--- src/rtl/pipeline_hazard_ctrl.sv ---
// Stall/flush controller for the 5-stage pipeline: memory wait, multi-cycle EX ops, branch redirect, load-use.
// Optional status counters (stall_cycles, flush_count) are built when HAZARD_STATS_EN is defined.
module pipeline_hazard_ctrl #(
  parameter int DIV_CYCLES = 34,
  parameter int REG_AW     = 5
) (
  input  logic              clk,
  input  logic              rst_n,
  input  logic [REG_AW-1:0] id_rs1,
  input  logic [REG_AW-1:0] id_rs2,
  input  logic              id_use_rs1,
  input  logic              id_use_rs2,
  input  logic [REG_AW-1:0] ex_rd,
  input  logic              ex_mem_read,
  input  logic              ex_multi,
  input  logic              ex_branch_taken,
  input  logic              mem_req,
  input  logic              mem_ready,
  output logic              pc_load,
  output logic              if_id_load,
  output logic              if_id_clear,
  output logic              id_ex_load,
  output logic              id_ex_clear,
  output logic              ex_mem_load,
  output logic              ex_mem_clear,
  output logic              mem_wb_load,
  output logic              mem_wb_clear
`ifdef HAZARD_STATS_EN
  ,
  output logic [31:0]       stall_cycles,
  output logic [31:0]       flush_count
`endif
);

  localparam int CNT_W = (DIV_CYCLES > 2) ? $clog2(DIV_CYCLES) : 1;
  localparam logic [CNT_W-1:0] CNT_INIT = CNT_W'(DIV_CYCLES - 2);

  typedef enum logic {RUN = 1'b0, MULTI = 1'b1} state_e;

  state_e           state_q, state_d;
  logic [CNT_W-1:0] cnt_q, cnt_d;

  logic mem_wait;
  logic load_use;
  logic multi_stall;

  assign mem_wait = mem_req & ~mem_ready;

  // x0 is hardwired to zero, so a load targeting it never creates a dependency.
  assign load_use = ex_mem_read && (ex_rd != '0) &&
                    ((id_use_rs1 && (id_rs1 == ex_rd)) ||
                     (id_use_rs2 && (id_rs2 == ex_rd)));

  assign multi_stall = (state_q == RUN) ? ex_multi : (cnt_q != '0);

  always_ff @(posedge clk or negedge rst_n) begin
    if (!rst_n) begin
      state_q <= RUN;
      cnt_q   <= '0;
    end else begin
      state_q <= state_d;
      cnt_q   <= cnt_d;
    end
  end

  // The countdown keeps running through a memory wait; only the release waits for mem_ready.
  always_comb begin
    state_d = state_q;
    cnt_d   = cnt_q;
    case (state_q)
      RUN: begin
        if (ex_multi && !mem_wait) begin
          state_d = MULTI;
          cnt_d   = CNT_INIT;
        end
      end
      MULTI: begin
        if (cnt_q != '0) begin
          cnt_d = cnt_q - CNT_W'(1);
        end else if (!mem_wait) begin
          state_d = RUN;
        end
      end
      default: state_d = RUN;
    endcase
  end

  always_comb begin
    pc_load      = 1'b1;
    if_id_load   = 1'b1;
    if_id_clear  = 1'b0;
    id_ex_load   = 1'b1;
    id_ex_clear  = 1'b0;
    ex_mem_load  = 1'b1;
    ex_mem_clear = 1'b0;
    mem_wb_load  = 1'b1;
    mem_wb_clear = 1'b0;
    if (!rst_n) begin
      pc_load     = 1'b0;
      if_id_load  = 1'b0;
      id_ex_load  = 1'b0;
      ex_mem_load = 1'b0;
      mem_wb_load = 1'b0;
    end else if (mem_wait) begin
      pc_load      = 1'b0;
      if_id_load   = 1'b0;
      id_ex_load   = 1'b0;
      ex_mem_load  = 1'b0;
      mem_wb_load  = 1'b0;
      mem_wb_clear = 1'b1;
    end else if (multi_stall) begin
      pc_load      = 1'b0;
      if_id_load   = 1'b0;
      id_ex_load   = 1'b0;
      ex_mem_load  = 1'b0;
      ex_mem_clear = 1'b1;
    end else if ((state_q == RUN) && ex_branch_taken) begin
      // Redirect squashes the ID instruction, so any load-use it had is moot.
      if_id_load  = 1'b0;
      if_id_clear = 1'b1;
      id_ex_load  = 1'b0;
      id_ex_clear = 1'b1;
    end else if ((state_q == RUN) && load_use) begin
      pc_load     = 1'b0;
      if_id_load  = 1'b0;
      id_ex_load  = 1'b0;
      id_ex_clear = 1'b1;
    end
  end

`ifdef HAZARD_STATS_EN
  logic        branch_act;
  logic [31:0] stall_cycles_q, stall_cycles_d;
  logic [31:0] flush_count_q, flush_count_d;

  assign branch_act = rst_n && !mem_wait && !multi_stall &&
                      (state_q == RUN) && ex_branch_taken;

  always_comb begin
    stall_cycles_d = stall_cycles_q + {31'b0, ~pc_load};
    flush_count_d  = flush_count_q + {31'b0, branch_act};
  end

  always_ff @(posedge clk or negedge rst_n) begin
    if (!rst_n) begin
      stall_cycles_q <= '0;
      flush_count_q  <= '0;
    end else begin
      stall_cycles_q <= stall_cycles_d;
      flush_count_q  <= flush_count_d;
    end
  end

  assign stall_cycles = stall_cycles_q;
  assign flush_count  = flush_count_q;
`endif

endmodule

--- config.mk ---
export PLATFORM = sky130hd
export DESIGN_NAME = pipeline_hazard_ctrl
export DESIGN_NICKNAME = d
export VERILOG_FILES = /design/src/rtl/pipeline_hazard_ctrl.sv
export SDC_FILE = /design/constraint.sdc
export NUM_CORES = 1
export LEC_CHECK = 0
export ABC_AREA = 1
export CAP_MARGIN = 20
export CORE_UTILIZATION = 51
export DETAILED_ROUTE_END_ITERATION = 8
export DONT_BUFFER_PORTS = 1
export HOLD_SLACK_MARGIN = 0.12
export PLACE_DENSITY = 0.67
export SYNTH_ARGS = -nofsm -noshare
export SYNTH_HDL_FRONTEND = slang
export SYNTH_SLANG_ARGS = --single-unit
--- constraint.sdc ---
create_clock -name clk -period 1.25 [get_ports clk]
set_input_delay 0.125 -clock clk [delete_from_list [all_inputs] [get_ports clk]]
set_output_delay 0.125 -clock clk [all_outputs]
set_load 0.005 [all_outputs]
Yosys cells after proc, flatten, opt, wreduce, memory -nomap -nowiden

Index checks and enable logic that the tools add are counted.

Bits in registers: 7
Bits of input ports: 24
Output and inout port bits: 9
Word-level logic and storage cells: 57

Add/subtract/negate cells: 1
Equal/unequal tests: 4
Mux-type cells: 35
Bitwise operators: 3
Reduce and logical (&&, ||, !) cells: 12

Operators by type and width:

| kind                  | count |
|---|---|
| $mux W1               | 31 |
| $mux W6               | 2 |
| $pmux W6 S2           | 1 |
| $eq A5 B5 Y1          | 2 |
| $logic_and A1 B1 Y1   | 7 |
| $reduce_bool A6 Y1    | 1 |
| $sub A6 B1 Y6 const B | 1 |
| $reduce_bool A5 Y1    | 1 |
| $ne A2 B1 Y1 const B  | 2 |
| $not A1 Y1            | 2 |
| $pmux W1 S2           | 1 |
| $reduce_and A2 Y1     | 1 |
| $and A1 B1 Y1         | 1 |
| $logic_not A1 Y1      | 1 |
| $logic_or A1 B1 Y1    | 1 |

Longest topological paths before layout

Gate-level depths: netlist (run 1).

Depth after elaboration: 10
Gate-level depth with buffers: 10

Worst setup path before layout (run 1)

No wires, ideal clock.

Path kind: flip-flop to output port
Start: reg cnt_q[0]
End: out if_id_load
Arrival: 1.314 ns
Data required time: 1.125 ns
Setup slack: -0.189 ns
Cell stages (with the launch flop): 10
Path buffers: 1
Cells stage by stage: dfrtp_1 inv_1 ha_1 nand4_2 nand2_2 nand2_2 nor2_4 inv_2 nor2_2 buf_4

Cells in the longest elaborated chain, start to end: 5

RTL lines:

| what                     | line | RTL |
|---|---|---|
| start: declaration       | 41   | `logic [CNT_W-1:0] cnt_q, cnt_d;` |
| start signal: assignment | 62   | `cnt_q <= cnt_d;` |
| $reduce_bool A6 Y1       | 54   | `assign multi_stall = (state_q == RUN) ? ex_multi : (cnt_q != '0);` |
| $mux W1                  | 54   |  |
| $mux W1 (3 in a row)     | n/a  |  |
| end: declaration         | 20   | `output logic if_id_load,` |

Every way passes these cells.

Worst setup path in the final report (run 1)

Start: reg cnt_q[0]
End: out id_ex_clear

Cells in the longest elaborated chain, start to end: 5

RTL lines:

| what               | line | RTL |
|---|---|---|
| $reduce_bool A6 Y1 | 54   |  |
| $mux W1            | 54   |  |
| $mux W1            | 111  | `end else if (multi_stall) begin` |
| $mux W1            | 104  | `end else if (mem_wait) begin` |
| $mux W1            | 98   | `if (!rst_n) begin` |
| end: declaration   | 23   | `output logic id_ex_clear,` |

Every way passes these cells.

==> results of run 1 <==
## layer usage
layer | global-route usage | routed length [um] | share of wire
met1 | 0.3007 | 777 | 0.46
met2 | 0.4631 | 765 | 0.46
met3 | 0.08523 | 101 | 0.060
met4 | 0.1034 | 27 | 0.016
met5 | 0 | 0 | 0
## per-stage QoR
stage / worst slack, ns / hold WS, ns / setup TNS (ns) / power (mW)
5_1_grt: -0.3256 / 0.2233 / -2.518 / 2.187
4_1_cts: -0.2891 / 0.1997 / -1.850 / 1.976
2_1_floorplan: -0.1246 / -0.1706 / -0.2082 / 1.192
6_report: -0.2592 / 0.2000 / -1.560 / 1.979
3_5_place_dp: -0.04952 / -0.1704 / -0.1747 / 1.632
3_3_place_gp: -0.02748 / -0.1704 / -0.05966 / 1.596
## final timing paths
| kind | from | endpoint | slack, ns | cells after the start |
|---|---|---|---|---|
| max reg2reg | cnt_q[0] | cnt_q[3] | -0.02 | 8 |
| min reg2reg | cnt_q[5] | cnt_q[5] | 0.49 | 2 |
| max in group asynchronous | rst_n | cnt_q[2] | 0.79 | 1 |
| min | rst_n | cnt_q[1] | 0.20 | 1 |
| min in group clk | mem_ready | cnt_q[1] | 0.34 | 5 |
| max | cnt_q[0] | id_ex_clear | -0.26 | 8 |
## registers in the layout, summed over array words and instances (netlist names)
register	flops
cnt_q	6
state_q	1
## layout make-up
type,instances,area [um^2],area share
tap,15,18.77,0.01995
inverter,29,111.4,0.1184
sequential,7,175.2,0.1862
multi-input combinational,92,476.7,0.5066
timing repair buffer,17,132.6,0.1410
clock buffer,4,26.28,0.02793
## layout by cell type (no fill, tap or decap)
| master | Yosys | routed |
|---|---|---|
| nand3_1 | 10 | 10 |
| inv_1 | 26 | 23 |
| buf_4 | 1 | 15 |
| a21oi_1 | 1 | 1 |
| a21oi_2 | 1 | 1 |
| dlygate4sd3_1 | 0 | 2 |
| dfrtp_1 | 7 | 7 |
| nand2_1 | 43 | 43 |
| nand4_1 | 3 | 3 |
| nor2_1 | 16 | 16 |
| o21ai_0 | 5 | 4 |
| clkbuf_4 | 0 | 3 |
| clkbuf_1 | 0 | 1 |
| ha_4 | 0 | 2 |
| o21ai_1 | 1 | 2 |
| nand4_2 | 1 | 1 |
| nor2_4 | 1 | 2 |
| nand2_8 | 0 | 1 |
| or2_2 | 1 | 1 |
| inv_4 | 0 | 1 |
| nand2_2 | 4 | 3 |
| nor2_2 | 3 | 2 |
| inv_2 | 3 | 5 |
## synth_stat cells
library cell / number
or2_2: 1
o21ai_1: 1
a21oi_1: 1
inv_1: 26
ha_1: 2
nand4_2: 1
a21oi_2: 1
nor2_1: 16
nor2_2: 3
nand4_1: 3
nand3_1: 10
nor2_4: 1
nand2_1: 43
buf_4: 1
nand2_2: 4
inv_2: 3
dfrtp_1: 7
o21ai_0: 5
## repair_timing
action                                  in CTS  in global routing
gates resized for setup                      5                  2
hold buffers                                 2                  0
endpoints found under the setup margin       9                 14
pin swaps                                    4                  1
buffers inserted                             1                  1
hold endpoints to repair                     8                  0
## cells by family after synthesis
| group | count (synthesis) | synth area share |
|---|---|---|
| AOI/OAI and AO/OA | 8 | 0.06043 |
| adders and majority gates | 2 | 0.03454 |
| buffers and inverters | 30 | 0.1606 |
| DFF | 7 | 0.2418 |
| and+or+nand+nor | 82 | 0.5026 |
## where the power goes
part / total (mW) / internal (mW) / switching, mW / leakage (nW)
Sequential: 0.428 / 0.355 / 0.0734 / 0.0810
Clock: 0.214 / 0.122 / 0.0914 / 0.0150
Combinational: 1.34 / 0.617 / 0.720 / 0.454
==> flow_metrics.py, run 1 <==
metrics = {
    "setup_path": {
        "crit_arrival_ns": 1.38,
        "crit_type": "reg -> out",
        "cp_slowest_cell": "dfrtp_1",
        "worstPathRequired_ns": 1.12,
        "slowest_delay_ns": 0.38,
        "cp_max_fo": 3,
        "cpLargestDelayFamily": "flip-flops",
        "path_buf_inv": 2,
        "cp-start-kind": "flip-flop",
        "crit_chain": "inv_2 > ha_4 > nand4_2 > nand2_2 > nand2_2 > nor2_4 > inv_2 > a21oi_2",
        "end_kind": "output port",
    },
    "logic_synthesis": {
        "ys_ff_latch": 7,
        "yosysTopAreaCellShare": 0.2418,
        "synthCells": 129,
        "synthTopCellsByArea": "dfrtp_1, nand2_1, inv_1",
        "synth_area_um2": 724.4,
        "synth_top_area_cell": "dfrtp_1",
        "syn_nets": 155,
        "synth.distinct_cells": 18,
        "avgSynthCellArea_um2": 5.616,
        "ys.warnings.count": 0,
        "yosysSeqAreaShare": 0.2418,
    },
    "sta": {
        "period_share": 1.207,
        "hold_violations": 0,
        "rsz0062_at_grt": "true",
        "min_period_ns": 1.509,
        "setup_viol": 10,
        "slew_headroom": 0.7669,
        "worst_slack_ns": -0.2592,
        "tightest_slew_ns": 0.3484,
        "max_freq_ghz": 0.6626,
        "maxSlewViolCount": 0,
        "fin_skew_ns": 0.01030,
    },
    "clock_tree": {
        "cts_tree": "done",
        "root_buffer": "clkbuf_4",
        "insertion_delay_ns": 0.26,
        "numCtsBuffers": 3,
        "clockBufferDepth": 2,
        "path_clk_slew_ns": 0.06,
        "htreeDepth": 1,
        "clock-sinks": 7,
    },
    "floorplanning": {
        "start_util": 0.5499,
        "die-width_um": 39.69,
        "pin_count": 33,
        "die_height_um": 39.69,
        "core-area_um2": 1318,
        "die-area_um2": 1575,
        "num_rows": 13,
    },
    "route": {
        "drt_iter0_drc": 7,
        "wl_per_cell_um": 10.20,
        "drc": 0,
        "vias": 792,
        "drt-total-wl_um": 1672,
        "drtAntennaViolNets": 0,
        "viasPerCell": 4.829,
        "dr.pass1.iters": 4,
    },
    "layout": {
        "fin_area_um2": 940.9,
        "fill_cells": 119,
        "antenna_cells": 0,
        "fin_nets": 176,
        "fin_cells": 164,
        "final_util": 0.7142,
        "areaGrowthSynthToFinish_pct": 29.88,
        "drive_gt1_frac": 0.2483,
    },
    "placed_design": {
        "place_inst": 157,
        "placed_area_um2": 858.3,
        "gp_congestion": 0.7741,
        "dpl.hpwl_um": 1292,
        "portBuffers": 0,
    },
    "grt": {
        "grt_overflow": 0,
        "grt_pass1_vias": 737,
        "antenna_found_initial": 0,
        "grt_start_max_net_pins": 10,
        "track_usage": 0.2688,
        "grt_pass1_wl_um": 2746,
    },
    "run_status": {
        "failed_checks": "negative setup slack",
        "run_status": "finished with violations",
    },
    "power_and_ir_drop": {
        "power_density_nw_per_um2": 2104,
        "p_leak_nw": 0.5495,
        "irDropWorstVdd_uv": 1309,
    },
    "run": {
        "maxCapViolCount": 0,
    },
    "hold_path": {
        "worstHoldPathType": "in -> async",
    },
}
(Power assumes the default switching activity.)
==> run 2, diff against run 1 <==
--- a/config.mk
+++ b/config.mk
@@ -7,6 +7,7 @@
 export LEC_CHECK = 0
 export ABC_AREA = 1
 export CAP_MARGIN = 20
+export CORE_MARGIN = 3
 export CORE_UTILIZATION = 51
 export DETAILED_ROUTE_END_ITERATION = 8
 export DONT_BUFFER_PORTS = 1
==> flow_metrics.py, run 2 (same netlist as run 1, synthesis figures left out) <==
metrics = {
    "clock_tree": {
        "path_clk_slew_ns": 0.07,
        "clock-sinks": 7,
        "insertion_delay_ns": 0.27,
        "root_buffer": "clkbuf_4",
        "numCtsBuffers": 3,
        "htreeDepth": 1,
        "clockBufferDepth": 2,
        "cts_tree": "done",
    },
    "layout": {
        "drive_gt1_frac": 0.3077,
        "layout_common_cells": "nand2_1, inv_1, buf_4",
        "top_register": "cnt_q",
        "reg_top3": "cnt_q: 6 flops, state_q: 1 flops",
        "antenna_cells": 0,
        "final_common_cell": "nand2_1",
        "areaGrowthSynthToFinish_pct": 47.49,
        "fill_cells": 63,
        "largest_register_ff_count": 6,
        "fin_nets": 183,
        "fin_cells": 170,
        "multiInputGateArea_um2": 538.0,
        "regArea_um2": 175.2,
    },
    "sta": {
        "maxSlewViolCount": 0,
        "max_freq_ghz": 0.6353,
        "tightest_slew_ns": 0.3734,
        "worst_slack_ns": -0.3242,
        "setup_viol": 14,
        "fin_skew_ns": 0.009420,
        "hold_violations": 0,
        "min_period_ns": 1.574,
        "rsz0062_at_grt": "true",
        "period_share": 1.259,
        "slew_headroom": 0.7502,
    },
    "setup_path": {
        "cpLargestDelayFamily": "simple AND/OR/NAND/NOR gates",
        "cp-start-kind": "flip-flop",
        "end_kind": "output port",
        "crit_arrival_ns": 1.45,
        "worstPathRequired_ns": 1.12,
        "cp_slowest_cell": "dfrtp_1",
        "slowest_delay_ns": 0.39,
        "cp_max_fo": 3,
        "path_buf_inv": 2,
        "crit_type": "reg -> out",
        "crit_chain": "inv_2 > ha_4 > nand4_4 > nand2_4 > nand2_4 > nor2_4 > inv_2 > nor2_4",
    },
    "grt": {
        "grt_pass1_vias": 840,
        "grt_pass1_wl_um": 3443,
        "grt_overflow": 0,
        "grt_start_max_net_pins": 8,
        "track_usage": 0.2443,
        "antenna_found_initial": 0,
    },
    "route": {
        "vias": 967,
        "drt-total-wl_um": 2725,
        "dr.pass1.iters": 4,
        "drt_iter0_drc": 51,
        "drtAntennaViolNets": 0,
        "viasPerCell": 5.688,
        "wl_per_cell_um": 16.03,
        "drc": 0,
    },
    "floorplanning": {
        "num_rows": 12,
        "pin_count": 33,
        "core-area_um2": 1216,
        "die-width_um": 43.69,
        "start_util": 0.5957,
        "die-area_um2": 1909,
        "die_height_um": 43.69,
    },
    "run": {
        "maxCapViolCount": 0,
    },
    "placed_design": {
        "place_ws_ns": -0.05663,
        "portBuffers": 0,
        "place_inst": 156,
        "dpl.hpwl_um": 1443,
        "gp_congestion": 0.7711,
    },
    "power_and_ir_drop": {
        "power_density_nw_per_um2": 2506,
        "irDropWorstVdd_uv": 1515,
        "p_leak_nw": 0.5934,
    },
    "run_status": {
        "run_status": "finished with violations",
        "failed_checks": "negative setup slack",
    },
    "hold_path": {
        "worstHoldPathType": "in -> async",
    },
}
[run 2: changes by cell type in the layout (fill, tap and decap cells not counted), sizes merged]
cell	before	now
buf	15	21
nand2	47	48
[run 2: path summary, 6_finish.rpt]
check                          from           end  slack [ns]  cells after the start
setup / recovery           cnt_q[0]    id_ex_load       -0.32                      8
hold / removal                rst_n      cnt_q[2]        0.20                      1
setup reg to reg           cnt_q[0]      cnt_q[5]       -0.31                     10
hold reg to reg            cnt_q[5]      cnt_q[5]        0.49                      2
max in group asynchronous     rst_n      cnt_q[0]        0.77                      1
min in group clk              rst_n  mem_wb_clear        0.35                      2
[run 2: worst register-to-register path, stage by stage, from the launching register on]
cell and delay [ns]:
dfrtp_1 0.39, inv_2 0.09, ha_4 0.14, nand4_4 0.11, nand2_4 0.10, buf_4 0.12, buf_8 0.10, buf_12 0.11
nand2_8 0.07, nand3_1 0.13, nand3_1 0.09
[run 2: stage by stage]
stage	utilization	instance area (um^2)	setup TNS, ns	power (mW)	hold WS, ns
floorplan	-	745.7	-0.2082	1.192	-0.1706
detailed placement	0.7047	857.1	-0.2270	1.629	-0.1704
CTS	0.8148	991.0	-2.199	2.167	0.2183
global placement	0.7047	857.1	-0.08348	1.585	-0.1704
finish	0.8786	1069	-3.841	2.677	0.1985
global route	0.8786	1069	-4.785	2.849	0.2310
[run 2: final cells by class]
class | count | area share
clock buffer | 4 | 0.02459
multi-input combinational | 93 | 0.5035
timing repair buffer | 23 | 0.1850
inverter | 29 | 0.1066
tap | 14 | 0.01639
sequential | 7 | 0.1639
[run 2: what timing repair did]
action | CTS | global route
setup buffers | 5 | 3
gates resized for setup | 12 | 13
pin swaps | 5 | 5
endpoints found under the setup margin | 9 | 15
gates cloned | 1 | 0
hold buffers | 2 | 0
hold endpoints to repair | 8 | 0
[run 2: metal layers]
metal	track usage	wire length, um
met4	0.1145	180
met2	0.4215	1328
met1	0.2645	958
met3	0.08299	257
met5	0	0
[run 2: report_power, final]
group	internal [mW]	switching, mW	total, mW
Combinational	0.934	1.05	1.99
Clock	0.123	0.110	0.234
Sequential	0.354	0.104	0.459
